### src/rtl/dispense_pkg.sv
`default_nettype none
`timescale 1ns/1ps
// ---------------------------------------------------------------------------
// dispense_pkg : state codes, slot codes and coil phases for the sequencer
// Rev 1.0
// ---------------------------------------------------------------------------
package dispense_pkg;

  typedef logic [2:0] state_t;

  localparam state_t ST_IDLE      = 3'd0;
  localparam state_t ST_STEP      = 3'd1;
  localparam state_t ST_WAIT_DROP = 3'd2;
  localparam state_t ST_DONE      = 3'd3;
  localparam state_t ST_FAULT     = 3'd4;

  localparam logic [1:0] SLOT_NONE      = 2'd0;
  localparam logic [1:0] SLOT_MORNING   = 2'd1;
  localparam logic [1:0] SLOT_AFTERNOON = 2'd2;
  localparam logic [1:0] SLOT_EVENING   = 2'd3;

  localparam logic [3:0] COIL_OFF  = 4'b0000;
  localparam logic [3:0] COIL_INIT = 4'b0001;

  // Lowest set request bit wins: morning, then afternoon, then evening.
  function automatic logic [1:0] pick_slot(input logic [2:0] req);
    if (req[0])      return SLOT_MORNING;
    else if (req[1]) return SLOT_AFTERNOON;
    else if (req[2]) return SLOT_EVENING;
    else             return SLOT_NONE;
  endfunction

  function automatic logic [2:0] slot_mask(input logic [1:0] s);
    case (s)
      SLOT_MORNING:   return 3'b001;
      SLOT_AFTERNOON: return 3'b010;
      SLOT_EVENING:   return 3'b100;
      default:        return 3'b000;
    endcase
  endfunction

endpackage
`default_nettype wire

### src/rtl/dispense_sequencer_pulse_sync.sv
`default_nettype none
`timescale 1ns/1ps
// ---------------------------------------------------------------------------
// pulse_sync : 2-flop synchronizer plus registered edge detect
// Rev 1.0
// ---------------------------------------------------------------------------
module pulse_sync #(
  parameter bit RISING = 1'b1
) (
  input  logic clk,
  input  logic rst_n,
  input  logic din,
  output logic pulse
);

  // Resetting to the inactive level avoids a spurious edge after reset.
  localparam logic IDLE_LVL = !RISING;

  logic [1:0] sync_q, sync_d;
  logic       prev_q, prev_d;
  logic       pulse_q, pulse_d;

  always_comb begin
    sync_d  = {sync_q[0], din};
    prev_d  = sync_q[1];
    pulse_d = RISING ? (sync_q[1] & ~prev_q) : (~sync_q[1] & prev_q);
  end

  always_ff @(posedge clk or negedge rst_n) begin
    if (!rst_n) begin
      sync_q  <= {2{IDLE_LVL}};
      prev_q  <= IDLE_LVL;
      pulse_q <= 1'b0;
    end else begin
      sync_q  <= sync_d;
      prev_q  <= prev_d;
      pulse_q <= pulse_d;
    end
  end

  assign pulse = pulse_q;

endmodule
`default_nettype wire

### src/rtl/dispense_sequencer.sv
`default_nettype none
`timescale 1ns/1ps
// ---------------------------------------------------------------------------
// dispense_sequencer : queues dose requests, steps the carousel, awaits drop.
// Optional DISPENSE_MANUAL_EN adds active-low manual request buttons.
// Rev 1.0
// ---------------------------------------------------------------------------
module dispense_sequencer
  import dispense_pkg::*;
#(
  parameter int unsigned STEP_DIV       = 500000,
  parameter int unsigned STEPS_PER_DOSE = 64,
  parameter int unsigned DROP_TIMEOUT   = 100000000,
  parameter int unsigned MAX_RETRY      = 2
) (
  input  logic       CLOCK_50,
  input  logic       reset,
  input  logic       morningP,
  input  logic       afternoonP,
  input  logic       eveningP,
  input  logic       pillSensor,
  input  logic       clearFault,
`ifdef DISPENSE_MANUAL_EN
  input  logic [2:0] manualBtn,
`endif
  output logic [3:0] coil,
  output logic [1:0] slot,
  output logic [2:0] pending,
  output logic       busy,
  output logic       donePulse,
  output logic       fault
);

  localparam int DIV_W = (STEP_DIV > 1)       ? $clog2(STEP_DIV)       : 1;
  localparam int PH_W  = (STEPS_PER_DOSE > 1) ? $clog2(STEPS_PER_DOSE) : 1;
  localparam int TMO_W = (DROP_TIMEOUT > 1)   ? $clog2(DROP_TIMEOUT)   : 1;
  localparam int RTY_W = (MAX_RETRY > 0)      ? $clog2(MAX_RETRY + 1)  : 1;

  localparam logic [DIV_W-1:0] DIV_LAST = DIV_W'(STEP_DIV - 1);
  localparam logic [PH_W-1:0]  PH_LAST  = PH_W'(STEPS_PER_DOSE - 1);
  localparam logic [TMO_W-1:0] TMO_LAST = TMO_W'(DROP_TIMEOUT - 1);
  localparam logic [RTY_W-1:0] RTY_MAX  = RTY_W'(MAX_RETRY);

  state_t           state_q, state_d;
  logic [3:0]       coil_q, coil_d;
  logic [1:0]       slot_q, slot_d;
  logic [2:0]       pending_q, pending_d;
  logic [DIV_W-1:0] div_q, div_d;
  logic [PH_W-1:0]  phase_q, phase_d;
  logic [TMO_W-1:0] tmo_q, tmo_d;
  logic [RTY_W-1:0] retry_q, retry_d;
  logic             drop_seen_q, drop_seen_d;
  logic             enter_step;
  logic             drop_pulse;
  logic [2:0]       req;

  pulse_sync #(.RISING(1'b1)) u_drop_sync (
    .clk   (CLOCK_50),
    .rst_n (reset),
    .din   (pillSensor),
    .pulse (drop_pulse)
  );

`ifdef DISPENSE_MANUAL_EN
  logic [2:0] manual_req;

  for (genvar i = 0; i < 3; i++) begin : g_manual
    pulse_sync #(.RISING(1'b0)) u_btn_sync (
      .clk   (CLOCK_50),
      .rst_n (reset),
      .din   (manualBtn[i]),
      .pulse (manual_req[i])
    );
  end

  assign req = {eveningP, afternoonP, morningP} | manual_req;
`else
  assign req = {eveningP, afternoonP, morningP};
`endif

  always_comb begin
    state_d     = state_q;
    coil_d      = coil_q;
    slot_d      = slot_q;
    pending_d   = pending_q;
    div_d       = div_q;
    phase_d     = phase_q;
    tmo_d       = tmo_q;
    retry_d     = retry_q;
    drop_seen_d = drop_seen_q;
    enter_step  = 1'b0;

    if (drop_pulse && (state_q == ST_STEP || state_q == ST_WAIT_DROP))
      drop_seen_d = 1'b1;

    case (state_q)
      ST_IDLE: begin
        if (|pending_q) begin
          slot_d     = pick_slot(pending_q);
          pending_d  = pending_q & ~slot_mask(slot_d);
          retry_d    = '0;
          enter_step = 1'b1;
          state_d    = ST_STEP;
        end
      end
      ST_STEP: begin
        if (div_q == DIV_LAST) begin
          div_d = '0;
          if (phase_q == PH_LAST) begin
            coil_d  = COIL_OFF;
            tmo_d   = '0;
            state_d = ST_WAIT_DROP;
          end else begin
            phase_d = phase_q + PH_W'(1);
            coil_d  = {coil_q[2:0], coil_q[3]};
          end
        end else begin
          div_d = div_q + DIV_W'(1);
        end
      end
      ST_WAIT_DROP: begin
        if (drop_seen_q) begin
          slot_d  = SLOT_NONE;
          state_d = ST_DONE;
        end else if (tmo_q == TMO_LAST) begin
          if (retry_q < RTY_MAX) begin
            retry_d    = retry_q + RTY_W'(1);
            enter_step = 1'b1;
            state_d    = ST_STEP;
          end else begin
            state_d = ST_FAULT;
          end
        end else begin
          tmo_d = tmo_q + TMO_W'(1);
        end
      end
      ST_DONE: state_d = ST_IDLE;
      ST_FAULT: begin
        if (clearFault) begin
          slot_d  = SLOT_NONE;
          state_d = ST_IDLE;
        end
      end
      default: state_d = ST_IDLE;
    endcase

    // Every attempt restarts the phase sequence and forgets earlier drops.
    if (enter_step) begin
      coil_d      = COIL_INIT;
      div_d       = '0;
      phase_d     = '0;
      drop_seen_d = 1'b0;
    end

    pending_d = pending_d | req;
  end

  always_ff @(posedge CLOCK_50 or negedge reset) begin
    if (!reset) begin
      state_q     <= ST_IDLE;
      coil_q      <= COIL_OFF;
      slot_q      <= SLOT_NONE;
      pending_q   <= '0;
      div_q       <= '0;
      phase_q     <= '0;
      tmo_q       <= '0;
      retry_q     <= '0;
      drop_seen_q <= 1'b0;
    end else begin
      state_q     <= state_d;
      coil_q      <= coil_d;
      slot_q      <= slot_d;
      pending_q   <= pending_d;
      div_q       <= div_d;
      phase_q     <= phase_d;
      tmo_q       <= tmo_d;
      retry_q     <= retry_d;
      drop_seen_q <= drop_seen_d;
    end
  end

  assign coil      = coil_q;
  assign slot      = slot_q;
  assign pending   = pending_q;
  assign busy      = (state_q == ST_STEP) || (state_q == ST_WAIT_DROP);
  assign donePulse = (state_q == ST_DONE);
  assign fault     = (state_q == ST_FAULT);

endmodule
`default_nettype wire
### config.mk
export PLATFORM = sky130hd
export DESIGN_NAME = dispense_sequencer
export DESIGN_NICKNAME = d
export VERILOG_FILES = /design/src/rtl/dispense_pkg.sv /design/src/rtl/dispense_sequencer_pulse_sync.sv /design/src/rtl/dispense_sequencer.sv
export SDC_FILE = /design/constraint.sdc
export NUM_CORES = 1
export LEC_CHECK = 0
export ABC_AREA = 1
export ABC_CLOCK_PERIOD_IN_PS = 2150
export BUFFER_PORTS_ARGS = -buffer_cell sky130_fd_sc_hd__buf_2
export CAP_MARGIN = 25
export CORE_ASPECT_RATIO = 0.75
export CORE_MARGIN = 2
export CORE_UTILIZATION = 54
export CTS_CLUSTER_DIAMETER = 60
export DETAILED_ROUTE_END_ITERATION = 10
export GPL_ROUTABILITY_DRIVEN = 0
export MAX_ROUTING_LAYER = met4
export PLACE_DENSITY = 0.71
export SYNTH_ARGS = -nofsm -noshare
export SYNTH_HDL_FRONTEND = slang
export SYNTH_SLANG_ARGS = --single-unit
### constraint.sdc
create_clock -name CLOCK_50 -period 2.15 [get_ports CLOCK_50]
set_clock_uncertainty 0.1 [all_clocks]
set_input_delay 0.43 -clock CLOCK_50 [delete_from_list [all_inputs] [get_ports CLOCK_50]]
set_output_delay 0.43 -clock CLOCK_50 [all_outputs]
set_load 0.01 [all_outputs]
==> results of run 1 <==
[cells by family (layout without fill, tap and decap cells)]
family                     after synthesis  count (layout)  share of synthesized area (%)
AOI/OAI and AO/OA                       24              24                           3.21
buffers and inverters                   75             108                           6.82
adders and majority gates                3               3                          0.809
and+or+nand+nor                        519             519                           47.7
xor gates and xnor gates                17              17                           3.21
DFF                                     71              71                           38.3
[sequential cells by signal, indices dropped and copies added (netlist names)]
signal              flops
u_drop_sync.sync_q      2
pending                 3
drop_seen_q             1
state_q                 3
slot                    2
div_q                  19
u_drop_sync.pulse       1
retry_q                 2
u_drop_sync.prev_q      1
phase_q                 6
coil                    4
tmo_q                  27
[area by class of cell]
type                       instances  area share, %
sequential                        71           33.9
timing repair buffer              31           4.15
clock inverter                     5           1.55
inverter                          61           4.37
clock buffer                      11           4.63
multi-input combinational        563           48.8
tap                              108           2.58
[final timing paths]
path | startpoint | end | cells past startpoint
hold / removal | pillSensor | u_drop_sync.sync_q[0] | 1
hold reg to reg | u_drop_sync.sync_q[0] | u_drop_sync.sync_q[1] | 0
setup reg to reg | tmo_q[4] | tmo_q[10] | 10
min in group asynchronous | reset | tmo_q[15] | 2
max in group asynchronous | reset | div_q[0] | 3
setup / recovery | state_q[1] | busy | 4
[critical path, delay by kind of cell, from the launching register on]
family / cells / cell delay [ns]
buf+inv: 2 / 0.31
simple gates: 2 / 0.40
flops: 1 / 0.42
[cells in the mapped netlist, types with 2 or more instances]
cell,count
nand3b_1,2
nand3_4,2
xnor2_1,2
nand2_1,276
nand4_1,22
o21ai_0,13
nand3_2,2
o21bai_1,2
nor2_1,125
nand2_2,2
xor2_1,15
nand3_1,67
buf_2,7
dfrtp_1,71
ha_1,3
or2_2,2
inv_2,2
buf_6,3
inv_1,59
nor3b_1,4
o31ai_1,2
nand2_4,2
clkbuf_1,3
a21oi_1,3
nor3_1,9
[metrics by stage]
stage	instances	util [%]	instance area, um^2
floorplan	709	-	4640
global placement	833	58.1	4890
detailed placement	833	58.1	4890
CTS	850	62.1	5230
global route	850	62.3	5240
finish	850	62.3	5240
[timing repair]
action | CTS | global route
hold endpoints to repair | 25 | 0
setup endpoints to repair | 0 | 33
hold buffers | 1 | 0
resized for setup | 0 | 4
[power breakdown]
part	total [mW]	switching [mW]	internal (mW)
sequential	1.34	0.00113	1.34
combinational	0.0384	0.0280	0.0103
clock	1.64	0.589	1.05
total	3.02	0.618	2.40
[metal layers]
metal | vias to the layer above | track usage, % | part of all wire [%]
met4 | 0 | 6.85 | 1.1
met5 | - | - | 0
met2 | 193 | 35.8 | 39
li1 | 2295 | - | -
met3 | 13 | 6.06 | 9.2
met1 | 2073 | 42.5 | 51
==> reports/metrics.csv, run 1 <==
stage;metric;value;unit
clock_tree;H-Tree Depth;3;
power_and_ir_drop;pwr dens;575;nW/um^2
logic_synthesis;Post-synth EDFFs;0;
floorplan;row count;29;
route;Avg WL per Cell;13.8;um
logic_synthesis;fraction of registers with async set/reset;100;%
placement;detailed placer's ending HPWL;8460;um
route;starting DRC count in detailed routing;475;
logic_synthesis;Mapped Area;4640;um^2
route;antenna viol nets, final;0;
floorplan;Starting Density;55.1;%
setup_path;slack of the worst reg-to-reg path;0.19;ns
finish;most frequent cells in the layout;275 x nand2_1, 125 x nor2_1, 70 x dfrtp_1, 67 x nand3_1, 59 x inv_1;
timing;Fmax;0.498;GHz
global_route;GRT Residual Overflow;0;
floorplan;Die ar.;9360;um^2
global_route;gr usage total;27.4;%
flow_run;max-cap check violation count;0;
floorplan;IO Pins;19;
route;Vias/cell;5.38;
setup_path;Req. time, crit path;1.62;ns
clock_tree;CTS Buf Count;9;
logic_synthesis;synth warn;0;
timing;crit path time final;2.01;ns
timing;hold_ws;0.0990;ns
finish;Area growth syn-to-layout;13.0;%
clock_tree;clock root buffer master;clkbuf_16;
setup_path;Worst EP arrival;1.48;ns
clock_tree;clk sink count;71;
timing;final slew viol count;0;
placement;I/O Buffers;18;
setup_path;crit end category;output pin;
floorplan;die height;84.3;um
setup_path;crit path max fanout;4;
setup_path;cells along the critical path;nor3_4, inv_1, nand2_1, buf_2;
floorplan;Core Footprint;8420;um^2
logic_synthesis;Yosys reg bits;71;
logic_synthesis;register area share after synthesis;38.3;%
outcome;outcome;completed;
finish;commonest non-fill, non-tap cell in the layout;nand2_1;
logic_synthesis;Top FF cell, synth;dfrtp_1;
logic_synthesis;Distinct cells, synth;34;
power_and_ir_drop;maximum VDD drop;639;uV
route;drt first pass iters;5;
global_route;first-pass GRT wire length;20000;um
finish;Fillers;745;
clock_tree;CTS tree;done;
finish;layout cells sized above 1;8.76;%
logic_synthesis;cell taking the most area after synthesis;dfrtp_1;
setup_path;max incr delay on CP;0.42;ns
route;Vias;4574;
route;WL final;11700;um
timing;setup TNS;0;ns
logic_synthesis;Synth top area share;38.3;%
timing;# setup viols final;0;
timing;post-route setup slack;0.142;ns
finish;Multi-input gate area;2560;um^2
clock_tree;Clk pin slew, worst setup/hold paths;0.06;ns
timing;Final Hold Fails;0;
finish;n_diodes;0;
floorplan;Die Wd;111;um
global_route;vias in the first global route;4059;
timing;Least-Margin Pin Slew;0.379;ns
clock_tree;Worst-Skew Late Latency;0.34;ns
timing;Slew headroom;74.6;%
setup_path;Slowest cell on crit path;dfrtp_1;
placement;dpl ws;0.158;ns
timing;final period utilization;93.4;%
global_route;initial antenna violation count;0;
logic_synthesis;top cells by area, synth;dfrtp_1 38%, nand2_1 22%, nor2_1 10%;
finish;Reg area;1780;um^2
route;DRC;0;
logic_synthesis;Mean Syn Cell Area;6.54;um^2
global_route;largest net degree at the start of global routing;47;
logic_synthesis;synthesized net count;719;
setup_path;Critical Path Start Type;flop;
timing;RSZ-0062 raised after global routing;no;
setup_path;WS Path Type;reg2out;
finish;layout net count;747;
power_and_ir_drop;Leak Pwr;2.46;nW
min_path;worst hold-check path type;in2reg;
clock_tree;clk buf depth;2;
logic_synthesis;Cells after Synth;709;
power_and_ir_drop;total power;3.02;mW
clock_tree;setup bufs post-CTS;0;
Note: power is estimated with default switching activity, not from simulation.
==> run 2, diff against run 1 <==
Settings changed: BUFFER_PORTS_ARGS -buffer_cell sky130_fd_sc_hd__buf_2 to -buffer_cell sky130_fd_sc_hd__buf_4, PLACE_DENSITY 0.71 to 0.74.
==> run 2 against run 1 <==
- combinational power up 11%
- clock power about the same
- core utilization up 1.1 points
- global-route usage up 1.2 points
- die area unchanged
- first-iteration DRC count up 28%
- cell count up 1.2%
- largest power group unchanged
==> reports/metrics.csv, run 2 (synthesized netlist as in run 1, its figures left out) <==
stage;metric;value;unit;change
outcome;outcome;completed;;
setup_path;slack of the worst reg-to-reg path;0.14;ns;-0.05 ns
placement;detailed placer's ending HPWL;8840;um;+4.5%
clock_tree;CTS Buf Count;9;;unchanged
setup_path;critical path's top delay family;buffers and inverters;;
setup_path;crit path max fanout;4;;unchanged
finish;commonest non-fill, non-tap cell in the layout;nand2_1;;
global_route;first-pass GRT wire length;20900;um;+4.5%
power_and_ir_drop;Sw Ratio;20.5;%;+0.043 points
floorplan;Starting Density;55.1;%;unchanged
route;WL final;12400;um;+5.5%
finish;Reg area;1780;um^2;about the same
finish;most frequent cells in the layout;276 x nand2_1, 125 x nor2_1, 71 x dfrtp_1, 67 x nand3_1, 59 x inv_1;;
timing;Least-Margin Pin Slew;0.491;ns;+0.111 ns
route;Vias;4722;;+3.2%
route;Avg WL per Cell;14.4;um;+4.3%
power_and_ir_drop;total power;3.02;mW;+0.15%
timing;crit path time final;2.05;ns;+0.0437 ns
power_and_ir_drop;maximum VDD drop;508;uV;-21%
timing;Slew headroom;67.3;%;-7.3 points
power_and_ir_drop;pwr dens;566;nW/um^2;-1.5%
finish;Fillers;751;;+0.81%
setup_path;Critical Path Start Type;flop;;
finish;n_diodes;0;;unchanged
placement;I/O Buffers;18;;unchanged
power_and_ir_drop;Pint;2.40;mW;about the same
timing;setup TNS;0;ns;unchanged
floorplan;Core Footprint;8420;um^2;unchanged
clock_tree;clk sink count;71;;unchanged
clock_tree;H-Tree Depth;3;;unchanged
setup_path;cells along the critical path;inv_1, nor3_4, inv_1, nand2_1, buf_4;;
min_path;worst hold-check path type;in2reg;;
global_route;largest net degree at the start of global routing;36;;-23%
setup_path;Buf/Inv on CP;3;;+1
setup_path;Req. time, crit path;1.62;ns;about the same
timing;final slew viol count;0;;unchanged
timing;# setup viols final;0;;unchanged
timing;Fmax;0.487;GHz;-2.1%
setup_path;max incr delay on CP;0.36;ns;-0.06 ns
timing;RSZ-0062 raised after global routing;yes;;
global_route;initial antenna violation count;0;;unchanged
clock_tree;CTS tree;done;;
setup_path;Slowest cell on crit path;dfrtp_1;;
finish;Top reg by flops;tmo_q;;
global_route;vias in the first global route;4174;;+2.8%
route;antenna viol nets, final;0;;unchanged
setup_path;cell mode on critical path;inv_1;;
floorplan;Die Wd;111;um;unchanged
route;starting DRC count in detailed routing;606;;+28%
power_and_ir_drop;Clk pwr share;54.2;%;about the same
route;DRC;0;;unchanged
setup_path;crit end category;output pin;;
setup_path;WS Path Type;reg2out;;
floorplan;IO Pins;19;;unchanged
floorplan;row count;29;;unchanged
clock_tree;clk buf depth;2;;unchanged
global_route;GRT Residual Overflow;0;;unchanged
setup_path;Worst EP arrival;1.52;ns;+0.04 ns
placement;Post-DP Area;4960;um^2;+1.3%
timing;Final Hold Fails;0;;unchanged
finish;max reg flops;27;;unchanged
clock_tree;Clk pin slew, worst setup/hold paths;0.06;ns;about the same
floorplan;Die ar.;9360;um^2;unchanged
finish;layout cells sized above 1;9.57;%;+0.81 points
finish;post-route cell area;5330;um^2;+1.7%
flow_run;max-cap check violation count;0;;unchanged
route;Vias/cell;5.49;;+2.0%
finish;Cell Count, Final, Fillers Out;860;;+1.2%
finish;Largest regs;tmo_q x27, div_q x19, phase_q x6;;
power_and_ir_drop;Seq pwr share;44.4;%;about the same
finish;layout net count;757;;+1.3%
clock_tree;Worst-Skew Late Latency;0.34;ns;about the same
power_and_ir_drop;Sw Pwr;0.620;mW;+0.36%
timing;final period utilization;95.4;%;+2.0 points
power_and_ir_drop;Comb power frac;1.4;%;about the same
route;drt first pass iters;6;;+1
global_route;gr usage total;28.5;%;+1.2 points
floorplan;die height;84.3;um;unchanged
finish;Area growth syn-to-layout;15.0;%;
finish;Multi-input gate area;2550;um^2;-0.20%
clock_tree;clock root buffer master;clkbuf_16;;
power_and_ir_drop;Leak Pwr;2.53;nW;+2.6%
placement;placed insts;839;;+0.72%
run 2: cell count changes in the layout (fill, tap and decap cells not counted), sizes merged:
cell,change
buf,+10
run 2: final timing paths:
path,depth (start not counted),to,startpoint
max,5,busy,state_q[0]
min,1,u_drop_sync.sync_q[0],pillSensor
max reg2reg,10,div_q[6],state_q[0]
min reg2reg,0,u_drop_sync.sync_q[1],u_drop_sync.sync_q[0]
max in group asynchronous,3,tmo_q[23],reset
min in group asynchronous,2,state_q[0],reset
run 2: area by class of cell:
class	count	share of cell area (%)
Clock inverter	5	1.52
Inverter	61	4.29
Tap cell	108	2.53
Sequential cell	71	33.3
Timing Repair Buffer	41	5.89
Clock buffer	11	4.55
Multi-Input combinational cell	563	47.9
run 2: power groups by stage:
stage	clock network (mW)	registers, mW	logic, mW
floorplan	0	1.37	0.00163
global placement	0	1.37	0.0422
detailed placement	0	1.37	0.0435
CTS	1.65	1.34	0.0453
global route	1.71	1.34	0.0503
finish	1.64	1.34	0.0426
run 2: stage by stage:
step                utilization [%]  hold slack [ns]  setup slack, ns
global route                   63.4           0.0863          -0.0166
global placement               58.9            0.240            0.168
floorplan                         -           0.0344            0.233
detailed placement             58.9            0.243           0.0792
CTS                            62.9           0.0862           0.0392
finish                         63.4           0.0943           0.0984
run 2: timing repair:
item                                    4_1_cts  5_1_grt
endpoints found under the setup margin        0       28
resized for setup                             0        2
buffers inserted                              0        4
hold buffers                                  1        0
endpoints found under the hold margin        32        0
run 2: routing by layer:
layer  part of all wire [%]  GRT usage (%)  vias up
li1                       -              -     2316
met1                     49           44.0     2141
met3                     10           7.44       31
met4                    1.6           6.62        0
met5                      0              -        -
met2                     39           37.0      234
